--- src/rtl/shiftreg_out_pkg.sv ---
// Shared FSM encoding and width helper for the shiftreg_out serialiser.
package shiftreg_out_pkg;

  typedef enum logic [1:0] {
    IDLE     = 2'd0,
    SHIFT_LO = 2'd1,
    SHIFT_HI = 2'd2,
    LATCH    = 2'd3
  } state_e;

  // Bits needed to hold 0..n-1, never less than one.
  function automatic int unsigned width_of(input int unsigned n);
    return (n > 1) ? $clog2(n) : 1;
  endfunction

endpackage

--- src/rtl/shiftreg_out_timer.sv ---
// Phase down-counter: reloads to CLK_DIV-1 on load, tick on terminal count (last cycle of a phase).
module phase_timer
  import shiftreg_out_pkg::*;
#(
  parameter int unsigned CLK_DIV = 4
) (
  input  logic clk,
  input  logic rst,
  input  logic load,
  output logic tick
);

  localparam int unsigned          CNT_W  = width_of(CLK_DIV + 1);
  localparam logic [CNT_W-1:0]     RELOAD = CNT_W'(CLK_DIV - 1);

  logic [CNT_W-1:0] cnt_q, cnt_d;

  always_comb begin
    cnt_d = cnt_q;
    if (load) begin
      cnt_d = RELOAD;
    end else if (cnt_q != '0) begin
      cnt_d = cnt_q - 1'b1;
    end
  end

  always_ff @(posedge clk) begin
    if (rst) begin
      cnt_q <= RELOAD;
    end else begin
      cnt_q <= cnt_d;
    end
  end

  assign tick = (cnt_q == '0);

endmodule

--- src/rtl/shiftreg_out.sv ---
// Serialises the LED word into a 74HC595-style register: MSB first on ser/sck, then an rck latch pulse.
//
//   state    | meaning
//   ---------+---------------------------------------------------
//   IDLE     | waiting for data to differ from the word last sent
//   SHIFT_LO | sck low, ser settling for the current bit
//   SHIFT_HI | sck high, external register samples ser
//   LATCH    | rck high, word copied to the chip outputs
module shiftreg_out
  import shiftreg_out_pkg::*;
#(
  parameter int unsigned DATA_N  = 8,
  parameter int unsigned CLK_DIV = 4
) (
  input  logic              clk,
  input  logic              rst,
  input  logic [DATA_N-1:0] data,
  output logic              ser,
  output logic              sck,
  output logic              rck,
  output logic              busy,
  output logic              done
);

  localparam int unsigned      IDX_W   = width_of(DATA_N);
  localparam logic [IDX_W-1:0] IDX_TOP = IDX_W'(DATA_N - 1);

  state_e              state_q, state_d;
  logic [DATA_N-1:0]   shadow_q, shadow_d;
  logic [DATA_N-1:0]   sent_q, sent_d;
  logic                init_q, init_d;
  logic [IDX_W-1:0]    idx_q, idx_d;
  logic [IDX_W-1:0]    idx_dec;
  logic                ser_q, ser_d;
  logic                sck_q, sck_d;
  logic                rck_q, rck_d;
  logic                busy_q, busy_d;
  logic                done_c;
  logic                timer_load;
  logic                phase_tick;

  phase_timer #(
    .CLK_DIV(CLK_DIV)
  ) u_timer (
    .clk  (clk),
    .rst  (rst),
    .load (timer_load),
    .tick (phase_tick)
  );

  assign idx_dec = idx_q - 1'b1;

  always_comb begin
    state_d  = state_q;
    shadow_d = shadow_q;
    sent_d   = sent_q;
    init_d   = init_q;
    idx_d    = idx_q;
    ser_d    = ser_q;
    sck_d    = sck_q;
    rck_d    = rck_q;
    busy_d   = busy_q;
    done_c   = 1'b0;
    unique case (state_q)
      IDLE: begin
        // init_q forces one transfer after reset so the chip is cleared.
        if (init_q || (data != sent_q)) begin
          state_d  = SHIFT_LO;
          shadow_d = data;
          sent_d   = data;
          init_d   = 1'b0;
          idx_d    = IDX_TOP;
          busy_d   = 1'b1;
          ser_d    = data[DATA_N-1];
        end
      end
      SHIFT_LO: begin
        if (phase_tick) begin
          state_d = SHIFT_HI;
          sck_d   = 1'b1;
        end
      end
      SHIFT_HI: begin
        if (phase_tick) begin
          sck_d = 1'b0;
          if (idx_q != '0) begin
            idx_d   = idx_dec;
            ser_d   = shadow_q[idx_dec];
            state_d = SHIFT_LO;
          end else begin
            ser_d   = 1'b0;
            rck_d   = 1'b1;
            state_d = LATCH;
          end
        end
      end
      LATCH: begin
        if (phase_tick) begin
          done_c  = 1'b1;
          rck_d   = 1'b0;
          busy_d  = 1'b0;
          state_d = IDLE;
        end
      end
      default: state_d = IDLE;
    endcase
  end

  // Every phase starts with a full CLK_DIV count.
  assign timer_load = (state_d != state_q);

  always_ff @(posedge clk) begin
    if (rst) begin
      state_q  <= IDLE;
      shadow_q <= '0;
      sent_q   <= '0;
      init_q   <= 1'b1;
      idx_q    <= '0;
      ser_q    <= 1'b0;
      sck_q    <= 1'b0;
      rck_q    <= 1'b0;
      busy_q   <= 1'b0;
    end else begin
      state_q  <= state_d;
      shadow_q <= shadow_d;
      sent_q   <= sent_d;
      init_q   <= init_d;
      idx_q    <= idx_d;
      ser_q    <= ser_d;
      sck_q    <= sck_d;
      rck_q    <= rck_d;
      busy_q   <= busy_d;
    end
  end

  assign ser  = ser_q;
  assign sck  = sck_q;
  assign rck  = rck_q;
  assign busy = busy_q;
  assign done = done_c;

endmodule
--- config.mk ---
export PLATFORM = sky130hd
export DESIGN_NAME = shiftreg_out
export DESIGN_NICKNAME = d
export VERILOG_FILES = /design/src/rtl/shiftreg_out_pkg.sv /design/src/rtl/shiftreg_out_timer.sv /design/src/rtl/shiftreg_out.sv
export SDC_FILE = /design/constraint.sdc
export NUM_CORES = 1
export LEC_CHECK = 0
export BUFFER_PORTS_ARGS = -buffer_cell sky130_fd_sc_hd__buf_2
export CAP_MARGIN = 20
export CORE_MARGIN = 5
export CORE_UTILIZATION = 30
export CTS_CLUSTER_SIZE = 10
export DETAILED_ROUTE_END_ITERATION = 10
export PLACE_DENSITY_LB_ADDON = 0.1
export SETUP_SLACK_MARGIN = 0.05
export SYNTH_ARGS = -nofsm -noshare
export SYNTH_HDL_FRONTEND = slang
export SYNTH_SLANG_ARGS = --single-unit
--- constraint.sdc ---
create_clock -name clk -period 1.9 [get_ports clk]
set_input_delay 0.57 -clock clk [delete_from_list [all_inputs] [get_ports clk]]
set_output_delay 0.57 -clock clk [all_outputs]
set_load 0.05 [all_outputs]
* After elaboration in Yosys (flattened, before gate mapping)
Cells that the tools add are included.
Operators by class: add/sub/neg operators 2, $lt $le $gt $ge 1, equal/unequal tests 11, mux-type cells 26, reduce and logical (&&, ||, !) cells 16
Operator list (number):
- $ne A2 B2 Y1 const B | 6
- $mux W1 | 11
- $mux W2 | 5
- $mux W3 | 3
- $reduce_and A3 Y1 | 3
- $ne A8 B8 Y1 | 1
- $pmux W1 S2 | 4
- $pmux W2 S4 | 1
- $reduce_and A4 Y1 | 2
- $reduce_bool A2 Y1 | 4
- $pmux W3 S2 | 1
- $reduce_bool A3 Y1 | 2
- $sub A3 B1 Y3 const B | 2
- $eq A2 B2 Y1 const B | 2
- $lt A3 B4 Y1 const B | 1
- $bmux W1 S3 | 1
- $logic_not A3 Y1 | 1
- $eq A2 B1 Y1 const B | 1
- $logic_not A2 Y1 | 1
- $ne A2 B2 Y1 | 1
- $reduce_and A2 Y1 | 1
- $reduce_or A2 Y1 | 1
- $logic_or A1 B1 Y1 | 1
Storage, ports and cells: flip-flop bits (word level) 21, input bits 10, output and inout port bits 5, logic and storage cells 65

* Longest topological paths before layout
depth in word-level cells 6, depth in mapped cells 7, mapped depth without buffers 7

* Cells and area by module
A second synthesis with hierarchy kept.
Unflattened totals: cell total of the unflattened synthesis 130, area, all modules 1171.1 µm²
By module, submodules not included:
- shiftreg_out | instances 1, cells an instance 114, area an instance 1008.5 µm², sequential area each 360.3 µm²
- phase_timer | instances 1, cells an instance 16, area an instance 162.7 µm², sequential area each 60.1 µm²

* Worst setup path after synthesis
OpenSTA, ideal clock, no wires.
path type reg2out, start point register u_timer.cnt_q[0], end point output done, arrival 1301 ps, required time 1330 ps, slack 29 ps, cell stages (with the launch flop) 5, path buffers 0, cells stage by stage dfxtp_1 > inv_1 > ha_1 > nor2b_1 > and3_1
On the way: longest elaborated chain between the ends 3
RTL lines:
- from (decl) | line shiftreg_out_timer.sv:16 | logic [CNT_W-1:0] cnt_q, cnt_d;
- from (signal assigned) | line shiftreg_out_timer.sv:31 | cnt_q <= cnt_d;
- $logic_not A3 Y1 | line shiftreg_out_timer.sv:35 | assign tick = (cnt_q == '0);
- $mux W1 | line shiftreg_out.sv:98 | if (phase_tick) begin
- $mux W1 | line shiftreg_out.sv:64 | unique case (state_q)
- to (decl) | line shiftreg_out.sv:22 | output logic done
No other way between the ends.

* Worst setup path after layout
Ends and elaborated chain as after synthesis.

==> run summary <==
Status: complete, no violations
Final wirelength: 2650 um
DR top layer: met4
Pleak: 0.592 nW
WL/cell: 13.3 um
Slew Limit Headroom: 70.7%
Xor/xnor share of the synthesized area: 6.13%
Fin crit share: 96.4%
Largest family of logic cells by synthesized area: simple AND/OR/NAND/NOR gates
# clock sinks: 21
Ant. Diodes: 0
Simple-gate share of the synthesized area: 24.1%
CP Buf/Inv Count: 2
Unrepaired setup endpoints after global routing: yes
Net Sw Frac: 28.5%
Global route overflow: 0
Reg2reg end: ser$_SDFFE_PP0P_
Worst hold path class: reg2reg
Hold path depth: 1
Synth Area per Inst: 8.72 um^2
DP Wirelength: 1990 um
Gr usage total: 11.1%
Largest net degree at the start of global routing: 24
Final setup viols: 0
CTS Buf Count: 3
Max_cap viols: 0
DRT met1 WL: 1230 um
Post-synthesis adder-cell area fraction: 4.38%
Post-synth top area share: 36.8%
Wire length of the first global-routing pass: 4560 um
Largest area contributor in the netlist: dfxtp_1
Fraction of layout cells with a size suffix above 1: 27.6%
Internal power: 0.000692 W
PD cells: 692 nW/um^2
Critical path, cell by cell: inv_2 -> ha_4 -> nor2b_4 -> and3_4 -> buf_8
R2R setup slack: 260 ps
Req. time, crit path: 1330 ps
CTS tree: done
Post-Synthesis Cells: 131
Crit path capture type: primary output
Min-delay src: init_q$_SDFFE_PP1P_
GP Congestion: 0.787
Ys flop type: dfxtp_1
Highest Clock Rate: 546 MHz
Final slew viol count: 0
Die area: 5140 um^2
DRT Pass-1 Iters: 4
Crit Path Category: reg2out
Power share of the clock group: 30.8%
VDD IR max: 0.000305 V
Via count: 983
DR WL met3: 94 um
Starting density of the core: 31.0%
CTS root buf: clkbuf_8
Setup total negative slack: 0 ps
Die width: 71.7 um
Register share of total power: 50.2%
Synth Cell Area: 1140 um^2
Multiplexer area fraction after synthesis: 7.12%
Final hold slack: 460 ps
Post-synth EDFFs: 0
CP arrival: 1260 ps
DRC viols: 0
Area contributors post-synth: dfxtp_1 (37%), nand2_1 (6.2%), xor2_1 (6.1%), a21oi_1 (5.3%), ha_1 (4.4%)
Worst-path maximum fanout: 2
Setup crit start: u_timer.cnt_q[0]$_SDFFE_PP1P_
Worst Tran Pin Value: 439 ps
Number of I/O pins: 15
Hold Fails Final Rpt: 0
Initial antenna violation count: 0
CP max-delay cell: dfxtp_2
Seq cells post-synth: 21
Final ANT Viol Nets: 0
Warnings from Yosys: 0
Startpoint types: register
Worst r2r path cells: 6
Logic pwr share: 19.0%
Crit-path max cell delay: 330 ps
Layout area overhead: 22.5%
Layout net count: 167
Clk_lat worst skew: 260 ps
Std cell rows: 22
Vias in the first global route: 994
Min Clock Period, post-route: 1830 ps
Reg-to-Reg Start: idx_q[1]$_SDFFE_PP0P_
Routed wl met2: 1310 um
Post-synthesis compound-gate area fraction: 17.4%
Core area: 3690 um^2
Clk_skew: 2.24 ps
Net Sw Power: 0.000276 W
Delay-heaviest family, CP: simple AND/OR/NAND/NOR gates
Hold endpoint: init_q$_SDFFE_PP1P_
Die Ht: 71.7 um
Unique cell type count in the Yosys netlist: 37
Share of flip-flops with an asynchronous set or reset: 0%
Port bufs: 14
Seq/Total Area, Yosys: 36.8%
Vias per cell: 4.92
Worst-path clk slew: 80 ps
Post-synth net total: 145
Clock Path Buffers: 2
H-tree levels: 1
1st-iter DRT viols: 49
-- stage by stage --
stage	worst slack [ps]	total power (W)	cell area [um^2]	util, %	cells
4_1_cts	51.4	0.000981	1390	37.7	199
2_1_floorplan	161	0.000623	1140	-	131
5_1_grt	8.59	0.00102	1400	37.9	200
3_3_place_gp	66.6	0.000675	1290	35.1	193
6_report	67.6	0.000968	1400	37.9	200
3_5_place_dp	44.6	0.000676	1290	35.1	193
-- state kept, by name (all words and copies together) (netlist names) --
signal	count
state_q	2
sck	1
rck	1
init_q	1
ser	1
idx_q	3
sent_q	8
u_timer.cnt_q	3
busy	1
-- cell usage in the layout, fill, tap and decap left out, types with 4 or more instances in the layout --
master	count
a21oi_1	12
nand2_1	19
nor3_1	5
xor2_1	8
inv_1	4
buf_2	13
dfxtp_1	19
nor2_1	12
buf_4	9
-- per-layer routing --
layer,GRT usage [%],vias to the layer above
met5,0,-
met4,5.22,0
met3,1.96,4
met2,19.3,19
met1,13.0,459
li1,-,501
-- cells by family after synthesis --
logic type,after synthesis
AOI/OAI and AO/OA,31
xor gates and xnor gates,8
adders and majority gates,4
buffers and inverters,12
DFF,21
muxes,5
and+or+nand+nor,50
-- what timing repair did --
action,4_1_cts,5_1_grt
endpoints found under the setup margin,1,1
resized for setup,11,1
setup buffers,2,1
hold endpoints to repair,0,0
hold buffers,0,0
-- power groups by stage --
stage / logic (W) / registers, W / clock network [W]
after global routing: 0.000203 / 0.000490 / 0.000327
after detailed placement: 0.000181 / 0.000495 / 0
final: 0.000184 / 0.000486 / 0.000298
after global placement: 0.000180 / 0.000495 / 0
after floorplan: 0.000109 / 0.000513 / 0
after CTS: 0.000185 / 0.000486 / 0.000310
-- worst max-delay path by stage --
stage,endpoint,slack (ps),cells past startpoint
6_report,done,70,5
5_1_grt,done,9,5
4_1_cts,done,50,5
3_5_place_dp,u_timer.cnt_q[1]$_SDFFE_PP1P_,40,6
3_3_place_gp,idx_q[0]$_SDFFE_PP0P_,70,6
2_1_floorplan,done,160,4
-- synthesized netlist by cell type, types with 2 or more instances --
library cell  instances
a221oi_1              2
dfxtp_1              21
o21ai_0               3
a31oi_1               3
a21oi_1              12
and2_1                3
a211oi_1              3
nor2_1               12
nand2_1              19
clkbuf_1              5
nor3_1                5
xor2_1                8
ha_1                  4
o21bai_1              2
inv_1                 6
mux2_2                2
-- layout make-up --
type,count,area [um^2]
timing repair buffer,23,148
fill,409,2290
tap,48,60.1
sequential,21,423
clock buffer,4,45.0
inverter,6,22.5
multi-input combinational,98,701
Power figures use the tool's default switching activity.
